<file path="config.mk">
export PLATFORM = sky130hd
export DESIGN_NAME = cfg_csh_bar_regs
export DESIGN_NICKNAME = d
export VERILOG_FILES = /design/src/rtl/cfg_csh_bar_regs.sv
export SDC_FILE = /design/constraint.sdc
export NUM_CORES = 1
export LEC_CHECK = 0
export CORE_MARGIN = 10
export CORE_UTILIZATION = 25
export CTS_CLUSTER_SIZE = 30
export DETAILED_ROUTE_END_ITERATION = 10
export PLACE_DENSITY_LB_ADDON = 0.3
export SLEW_MARGIN = 25
export SYNTH_ARGS = -nofsm -noshare
export SYNTH_HDL_FRONTEND = slang
export SYNTH_SLANG_ARGS = --single-unit
</file>
<file path="constraint.sdc">
create_clock -name clock -period 14.3 [get_ports clock]
set_input_delay 2.145 -clock clock [delete_from_list [all_inputs] [get_ports clock]]
set_output_delay 2.145 -clock clock [all_outputs]
set_load 0.01 [all_outputs]
</file>
<file path="src/rtl/cfg_csh_bar_regs.sv">
// cfg_csh_bar_regs: config-space BAR0/1/2 and expansion ROM BAR registers with pulse/ack access
module cfg_csh_bar_regs #(
    parameter logic [11:0] ROM_ADDR      = 12'h030,
    parameter logic [11:0] BAR_BASE_ADDR = 12'h010
) (
    input  logic        clock,
    input  logic        reset,
    input  logic        cfg_wr_valid,
    input  logic        cfg_rd_valid,
    input  logic [11:0] cfg_addr,
    input  logic [31:0] cfg_wdata,
    input  logic [3:0]  cfg_be,
    output logic        cfg_ack,
    output logic [31:0] cfg_rdata,
    output logic        cfg_hit,
    output logic        cfg_overrun,
    input  logic [63:0] ro_bar0_size,
    input  logic [63:0] ro_bar1_size,
    input  logic [63:0] ro_bar2_size,
    input  logic        ro_bar0_pref,
    input  logic        ro_bar1_pref,
    input  logic        ro_bar2_pref,
    input  logic [31:0] ro_rom_bar,
    output logic [63:0] bar0_base,
    output logic [63:0] bar1_base,
    output logic [63:0] bar2_base,
    output logic [31:0] rom_base
);
    typedef enum logic [1:0] {IDLE, EXEC, RESP} state_t;
    state_t state, state_nxt;
    logic [9:0]  dw_q;
    logic [31:0] wdata_q;
    logic [3:0]  be_q;
    logic        wr_q;
    logic [31:0] lo_q [3];
    logic [31:0] hi_q [3];
    logic [31:0] rom_q;
    logic [63:0] size [3];
    logic        pref [3];
    logic        impl [3];
    logic [31:0] lo_mask [3];
    logic [31:0] hi_mask [3];
    logic [31:0] lo_rd [4];
    logic [31:0] hi_rd [4];
    logic [9:0]  off;
    logic [1:0]  bar_sel;
    logic        bar_hit, rom_hit, req;
    logic [31:0] rom_mask, rom_rd, rd_val;
    logic        unused;
    assign unused  = ^cfg_addr[1:0];
    assign req     = cfg_wr_valid | cfg_rd_valid;
    assign size[0] = ro_bar0_size;
    assign size[1] = ro_bar1_size;
    assign size[2] = ro_bar2_size;
    assign pref[0] = ro_bar0_pref;
    assign pref[1] = ro_bar1_pref;
    assign pref[2] = ro_bar2_pref;
    // Address decode, per-BAR masks and readback values (mask applied live on every read)
    always_comb begin
        off      = dw_q - BAR_BASE_ADDR[11:2];
        bar_hit  = off < 10'd6;
        bar_sel  = off[2:1];
        rom_hit  = dw_q == ROM_ADDR[11:2];
        lo_rd[3] = '0;
        hi_rd[3] = '0;
        for (int i = 0; i < 3; i++) begin
            impl[i]    = size[i] != '1;
            lo_mask[i] = impl[i] ? {size[i][31:4], 4'b0} : '0;
            hi_mask[i] = impl[i] ? size[i][63:32] : '0;
            lo_rd[i]   = impl[i] ? (lo_q[i] & lo_mask[i]) | {28'b0, pref[i], 3'b100} : '0;
            hi_rd[i]   = hi_q[i] & hi_mask[i];
        end
        rom_mask = ro_rom_bar != '0 ? {ro_rom_bar[31:11], 10'b0, 1'b1} : '0;
        rom_rd   = rom_q & rom_mask;
        rd_val   = bar_hit ? (off[0] ? hi_rd[bar_sel] : lo_rd[bar_sel]) : rom_hit ? rom_rd : '0;
    end
    assign bar0_base = {hi_rd[0], lo_rd[0][31:4], 4'b0};
    assign bar1_base = {hi_rd[1], lo_rd[1][31:4], 4'b0};
    assign bar2_base = {hi_rd[2], lo_rd[2][31:4], 4'b0};
    assign rom_base  = rom_rd;
    // State register
    always_ff @(posedge clock or posedge reset) begin
        if (reset) state <= IDLE;
        else state <= state_nxt;
    end
    // Next state: one cycle to execute, one cycle to respond
    always_comb begin
        state_nxt = state;
        state_nxt = state == IDLE ? (req ? EXEC : IDLE) : state == EXEC ? RESP : IDLE;
    end
    // Request capture, response registers and sticky overrun flag
    always_ff @(posedge clock or posedge reset) begin
        if (reset) begin
            dw_q        <= '0;
            wdata_q     <= '0;
            be_q        <= '0;
            wr_q        <= 1'b0;
            cfg_ack     <= 1'b0;
            cfg_rdata   <= '0;
            cfg_hit     <= 1'b0;
            cfg_overrun <= 1'b0;
        end else begin
            if (state == IDLE && req) begin
                dw_q    <= cfg_addr[11:2];
                wdata_q <= cfg_wdata;
                be_q    <= cfg_be;
                wr_q    <= cfg_wr_valid;
            end
            cfg_ack   <= state == EXEC;
            cfg_rdata <= (state == EXEC && !wr_q) ? rd_val : '0;
            cfg_hit   <= state == EXEC && (bar_hit || rom_hit);
            if ((req && state != IDLE) || (cfg_wr_valid && cfg_rd_valid)) cfg_overrun <= 1'b1;
        end
    end
    // Byte-enabled register writes; unimplemented BARs and a zero ROM mask drop writes
    always_ff @(posedge clock or posedge reset) begin
        if (reset) begin
            for (int i = 0; i < 3; i++) begin
                lo_q[i] <= '0;
                hi_q[i] <= '0;
            end
            rom_q <= '0;
        end else if (state == EXEC && wr_q) begin
            for (int i = 0; i < 3; i++)
                for (int k = 0; k < 4; k++)
                    if (bar_hit && bar_sel == 2'(i) && impl[i] && be_q[k]) begin
                        if (off[0]) hi_q[i][8*k+:8] <= wdata_q[8*k+:8] & hi_mask[i][8*k+:8];
                        else lo_q[i][8*k+:8] <= wdata_q[8*k+:8] & lo_mask[i][8*k+:8];
                    end
            for (int k = 0; k < 4; k++)
                if (rom_hit && rom_mask != '0 && be_q[k]) rom_q[8*k+:8] <= wdata_q[8*k+:8] & rom_mask[8*k+:8];
        end
    end
endmodule
</file>
==> impl_metrics.tcl, run 1 <==
set metrics [dict create \
    start_util 0.253 \
    arrival_ns 5.49 \
    die_x_um 273 \
    p_leak_nw 9.75 \
    synth_cells 1772 \
    crit_slowest_cell "nor4_1" \
    layout-area-overhead-vs-synth_pct 45.2 \
    grt_pass1_wl_um 139000 \
    antenna_found_initial 14 \
    die_y_um 273 \
    ys_seq_elements 285 \
    layout_commonest_cell "clkdlybuf4s50_1" \
    path_max_fanout 20 \
    postCtsHoldBufs 0 \
    dp_hpwl_um 79700 \
    muxShareOfSynthArea 0.0811 \
    tns_ns 0 \
    fin_ws_ns 6.66 \
    synth_enable_flop_cells 0 \
    cts_resized 0 \
    synthSimpleGateAreaFrac 0.287 \
    vdd_drop_max_uv 69.0 \
    wl_um 102000 \
    finalSetupViolCount 0 \
    drt_iter0_drc 1842 \
    nets 2508 \
    clk_pin_slew_ns 0.05 \
    ys_types 56 \
    fin_cells 3108 \
    port_buffers 513 \
    synth_flop_cell "dfrtp_1" \
    gp_congestion 0.909 \
    synth_xor_area_frac 0 \
    htreeDepth 2 \
    criticalPathCategory "in2out" \
    coreArea_um2 63100 \
    maxCapViolations 0 \
    cp_common_cell "clkdlybuf4s50_1" \
    clockBufferDepth 3 \
    cp-start-kind "input port" \
    clock.fmax_mhz 131 \
    cts_sinks 285 \
    ant_nets 0 \
    crit_start "ro_bar1_size[26]" \
    status "finished clean" \
    top_level_ports 538 \
    r2r-start "dw_q[2]" \
    dr.pass1.iters 5 \
    worst_pin_slew_ns 1.08 \
    placed_cells 3031 \
    min_from "cfg_overrun" \
    r2r-end "hi_q[50]" \
    num_vias 17600 \
    cts_tree "done" \
    synth_top_family_by_area "simple AND/OR/NAND/NOR gates" \
    cts_root_buf "clkbuf_16" \
    grt_util_all_layers 0.261 \
    rr_worst_depth 8 \
    end_kind "output port" \
    fin_crit_ns 7.64 \
    synth_compound_area_frac 0.141 \
    syn_area_um2 15900 \
    period_share 0.534 \
    drive_gt1_frac 0.106 \
    syn-mean-instance-area_um2 9.00 \
    holdPathEnd "cfg_overrun" \
    yosysSeqAreaShare 0.447 \
    holdPathStages 1 \
    dieArea_um2 74300 \
    pre_cts_slack_ns 6.52 \
    critical-path-max-stage-delay_ns 0.82 \
    power_density_nw_per_um2 129 \
    grt_max_degree 115 \
    numCtsBuffers 39 \
    route.detailed.drc 0 \
    placementRows 92 \
    clk_latency_ns 0.56 \
    viasPerCell 5.67 \
    synthAdderAreaFrac 0.00235 \
    final_cell_mix "513 x clkdlybuf4s50_1, 284 x dfrtp_1, 204 x o21ai_0, 179 x nand2_1, 168 x and3_1" \
    ff2ff_setup_slack_ns 9.55 \
    yosys_warnings 0 \
    maxSlewViolCount 0 \
    holdWs_ns 0.467 \
    placed_area_um2 21800 \
    grt_overflow_total 0 \
    cp_cell_sequence "clkdlybuf4s50_1 -> nand4_1 -> nor4_1 -> and4_1 -> buf_4 -> nor2_1 -> clkdlybuf4s50_1" \
    hold_class "reg2reg" \
    slew_headroom 0.259 \
    async_reset_ff_frac 1.00 \
    required_ns 12.15 \
    post_cts_buffers 0 \
    first_global_vias 17600 \
    hold_viol 0 \
    stdcell_area_um2 23100 \
    wl_per_cell_um 32.7 \
    rsz0062_at_grt "no" \
    clock_skew_ns 0.0238 \
]
[Yosys cell counts, drive strengths merged (3+ instances only)]
cell / count / area share
o32a: 13 / 0.0082
o221ai: 13 / 0.0071
o2111ai: 6 / 0.0033
nand2b: 8 / 0.0031
clkbuf: 106 / 0.025
nor2b: 4 / 0.0016
and2: 41 / 0.016
or3: 9 / 0.0035
ha: 3 / 0.0024
and3: 168 / 0.066
dfrtp: 285 / 0.45
buf: 38 / 0.015
nor4: 35 / 0.018
o221a: 9 / 0.0064
a2111oi: 12 / 0.0066
o311a: 5 / 0.0031
nor3: 15 / 0.0053
o21a: 3 / 0.0014
nand2: 179 / 0.042
or2: 4 / 0.0016
nand3: 138 / 0.045
or4: 4 / 0.0019
inv: 4 / 0.00094
a21oi: 25 / 0.0078
nor2: 104 / 0.024
and4: 8 / 0.0044
mux2: 113 / 0.080
a31oi: 34 / 0.013
nand4: 132 / 0.052
o21ai: 223 / 0.070
a311oi: 7 / 0.0038
[worst max-delay path by stage]
stage                          endpoint  cells after the start  slack, ns
after floorplan                 be_q[0]                      1       4.29
after global placement    bar2_base[55]                      6       6.51
after detailed placement  bar0_base[44]                      6       6.52
after CTS                 bar0_base[44]                      6       6.51
after global routing      bar2_base[57]                      6       6.52
final                     bar1_base[54]                      7       6.66
[worst max-delay path: cells and delay by family]
kind	cells	cell delay, ns
simple gates	4	1.80
buf+inv	3	1.53
[layer usage]
| metal | GRT usage | wire length (um) | up-vias |
|---|---|---|---|
| li1 | - | - | 7528 |
| met1 | 0.315 | 39600 | 8936 |
| met2 | 0.446 | 49500 | 991 |
| met3 | 0.0645 | 8690 | 166 |
| met4 | 0.0893 | 3640 | 16 |
| met5 | 0 | 85 | - |
[cell type report]
cell class	instances	area, um^2
fillers	6501	39900
multi-input cells	1360	8290
flip-flops and latches	285	7130
repair buffers	536	5320
clock buffers	56	1150
well taps	846	1060
clock inverters	14	160
inverters	4	22.5
diodes	7	17.5
[power by group]
part | internal, mW | switching (mW) | leakage [nW]
Combinational | 0.298 | 0.501 | 5.25
Clock | 0.613 | 0.402 | 0.642
Sequential | 0.882 | 0.290 | 3.87
[cells by family (layout without fill, tap and decap cells)]
group | after synthesis | after routing
muxes | 115 | 115
DFF | 285 | 285
buffers and inverters | 148 | 610
other | 1 | 29
AOI/OAI and AO/OA | 367 | 367
and+or+nand+nor | 853 | 853
adders and majority gates | 3 | 3
[metrics by stage]
| step | total power [mW] | utilization |
|---|---|---|
| 2_1_floorplan | 1.44 | - |
| 3_3_place_gp | 1.95 | 0.345 |
| 3_5_place_dp | 1.97 | 0.346 |
| 4_1_cts | 2.99 | 0.366 |
| 5_1_grt | 3.08 | 0.367 |
| 6_report | 2.99 | 0.367 |
[flip-flops by register name (all words and copies together), names as in the netlist]
signal,flops
hi_q,96
lo_q,84
cfg_rdata,32
wdata_q,32
rom_q,22
dw_q,10
be_q,4
cfg_ack,1
cfg_hit,1
cfg_overrun,1
state,1
wr_q,1
Note: power is estimated with default switching activity, not from simulation.
==> run 2: changes to the inputs <==
==> constraint.sdc (replaced) <==
create_clock -name clock -period 7.3 [get_ports clock]
set_input_delay 1.095 -clock clock [delete_from_list [all_inputs] [get_ports clock]]
set_output_delay 1.095 -clock clock [all_outputs]
set_load 0.01 [all_outputs]
==> run 2 against run 1 <==
First-iteration DRC count down 4.2%; combinational power up 100%; largest power group unchanged; clock skew down 0.012 ns; non-clock buffer count up 2; register-to-register slack worse by 6.6 ns; routed wire length about the same; power up 94%; clock power up 93%; global-route usage about the same; critical path type unchanged; worst hold slack better by 0.0035 ns; final cell count about the same.
==> impl_metrics.tcl, run 2 (synthesis gave the netlist of run 1 again) <==
set metrics [dict create \
    ant_nets 0 \
    status "finished clean" \
    clockBufferDepth 3 \
    stdcell_area_um2 23100 \
    cts_resized 0 \
    power_density_nw_per_um2 251 \
    maxSlewViolCount 0 \
    cts_root_buf "clkbuf_16" \
    dp_hpwl_um 79600 \
    power_frac_comb 0.276 \
    clkPwrFrac 0.336 \
    end_kind "output port" \
    seq_area_um2 7130 \
    ff2ff_setup_slack_ns 2.96 \
    final_cell_mix "513 x clkdlybuf4s50_1, 285 x dfrtp_1, 204 x o21ai_0, 179 x nand2_1, 168 x and3_1" \
    path_max_fanout 37 \
    largest_reg_flops 96 \
    p_leak_nw 9.75 \
    clk_pin_slew_ns 0.05 \
    cp-start-kind "input port" \
    multiInputGateArea_um2 8280 \
    grt_overflow_total 0 \
    htreeDepth 2 \
    fill_cells 6444 \
    clock.fmax_mhz 177 \
    grt_util_all_layers 0.261 \
    drt_iter0_drc 1765 \
    holdWs_ns 0.471 \
    vdd_drop_max_uv 145 \
    cts_tree "done" \
    route.detailed.drc 0 \
    port_buffers 513 \
    fin_crit_ns 5.66 \
    layout-area-overhead-vs-synth_pct 45.1 \
    numCtsBuffers 38 \
    reg.largest.list "hi_q x96, lo_q x84" \
    wl_per_cell_um 32.7 \
    antenna_found_initial 11 \
    nets 2509 \
    layout_commonest_cell "clkdlybuf4s50_1" \
    slew_headroom 0.192 \
    criticalPathCategory "in2out" \
    clock_skew_ns 0.0114 \
    arrival_ns 4.57 \
    p_switching_mw 2.32 \
    switching_share 0.400 \
    drive_gt1_frac 0.102 \
    finalSetupViolCount 0 \
    top_register "hi_q" \
    clk_latency_ns 0.56 \
    wl_um 102000 \
    first_global_vias 17700 \
    start_util 0.253 \
    hold_viol 0 \
    required_ns 6.20 \
    gp_congestion 0.891 \
    p_int_mw 3.48 \
    die_x_um 273 \
    period_share 0.776 \
    grt_pass1_wl_um 139000 \
    hold_class "reg2reg" \
    rsz0062_at_grt "no" \
    fin_util 0.367 \
    coreArea_um2 63100 \
    worst_pin_slew_ns 1.18 \
    post_cts_buffers 0 \
    cts_sinks 285 \
    dr.pass1.iters 6 \
    viasPerCell 5.67 \
    num_vias 17600 \
    die_y_um 273 \
    dieArea_um2 74300 \
    placementRows 92 \
    placed_area_um2 21800 \
    tns_ns 0 \
    postCtsHoldBufs 0 \
    maxCapViolations 0 \
    top_level_ports 538 \
    grt_max_degree 157 \
    seqPwrFrac 0.388 \
]
==> run 2: critical path: stages <==
cell	delay, ns
clkdlybuf4s50_1	0.64
nand4_1	0.22
nor4_1	0.84
and4_2	1.07
nor2_1	0.14
clkdlybuf4s50_1	0.53
==> run 2: final timing paths <==
path,startpoint,to,cells after the start
max,ro_bar2_size[57],bar2_base[11],6
min,rom_q[11],rom_q[11],2
max reg2reg,dw_q[2],hi_q[49],7
min reg2reg,rom_q[11],rom_q[11],2
max in group asynchronous,reset,lo_q[45],4
min in group asynchronous,reset,wdata_q[23],2
==> run 2: metrics by stage <==
step	instances	total power [mW]	setup WS [ns]
3_5_place_dp	3032	3.86	1.79
6_report	3107	5.80	1.64
5_1_grt	3103	6.00	1.62
2_1_floorplan	1793	2.82	2.43
4_1_cts	3099	5.81	1.77
3_3_place_gp	3032	3.82	1.78
==> run 2: power groups by stage <==
stage	combinational (mW)	clock (mW)	sequential, mW
2_1_floorplan	0.892	0	1.93
3_3_place_gp	1.55	0	2.27
3_5_place_dp	1.58	0	2.28
4_1_cts	1.58	1.98	2.25
5_1_grt	1.70	2.05	2.25
6_report	1.60	1.95	2.25
==> run 2: final cells by class <==
class                           count  area share
Multi-Input combinational cell   1360       0.358
Sequential cell                   285       0.308
Timing Repair Buffer              538       0.233
Clock buffer                       57      0.0481
Tap cell                          846      0.0458
Clock inverter                     10     0.00584
Inverter                            4    0.000811
Antenna cell                        7    0.000757
==> run 2: routing by layer <==
layer	GRT usage	vias up	share of wire	wire (um)
met5	0	-	0.00058	59
met4	0.0931	12	0.038	3820
met3	0.0642	170	0.081	8280
met2	0.442	1010	0.48	49300
met1	0.317	8881	0.40	40200
li1	-	7532	-	-
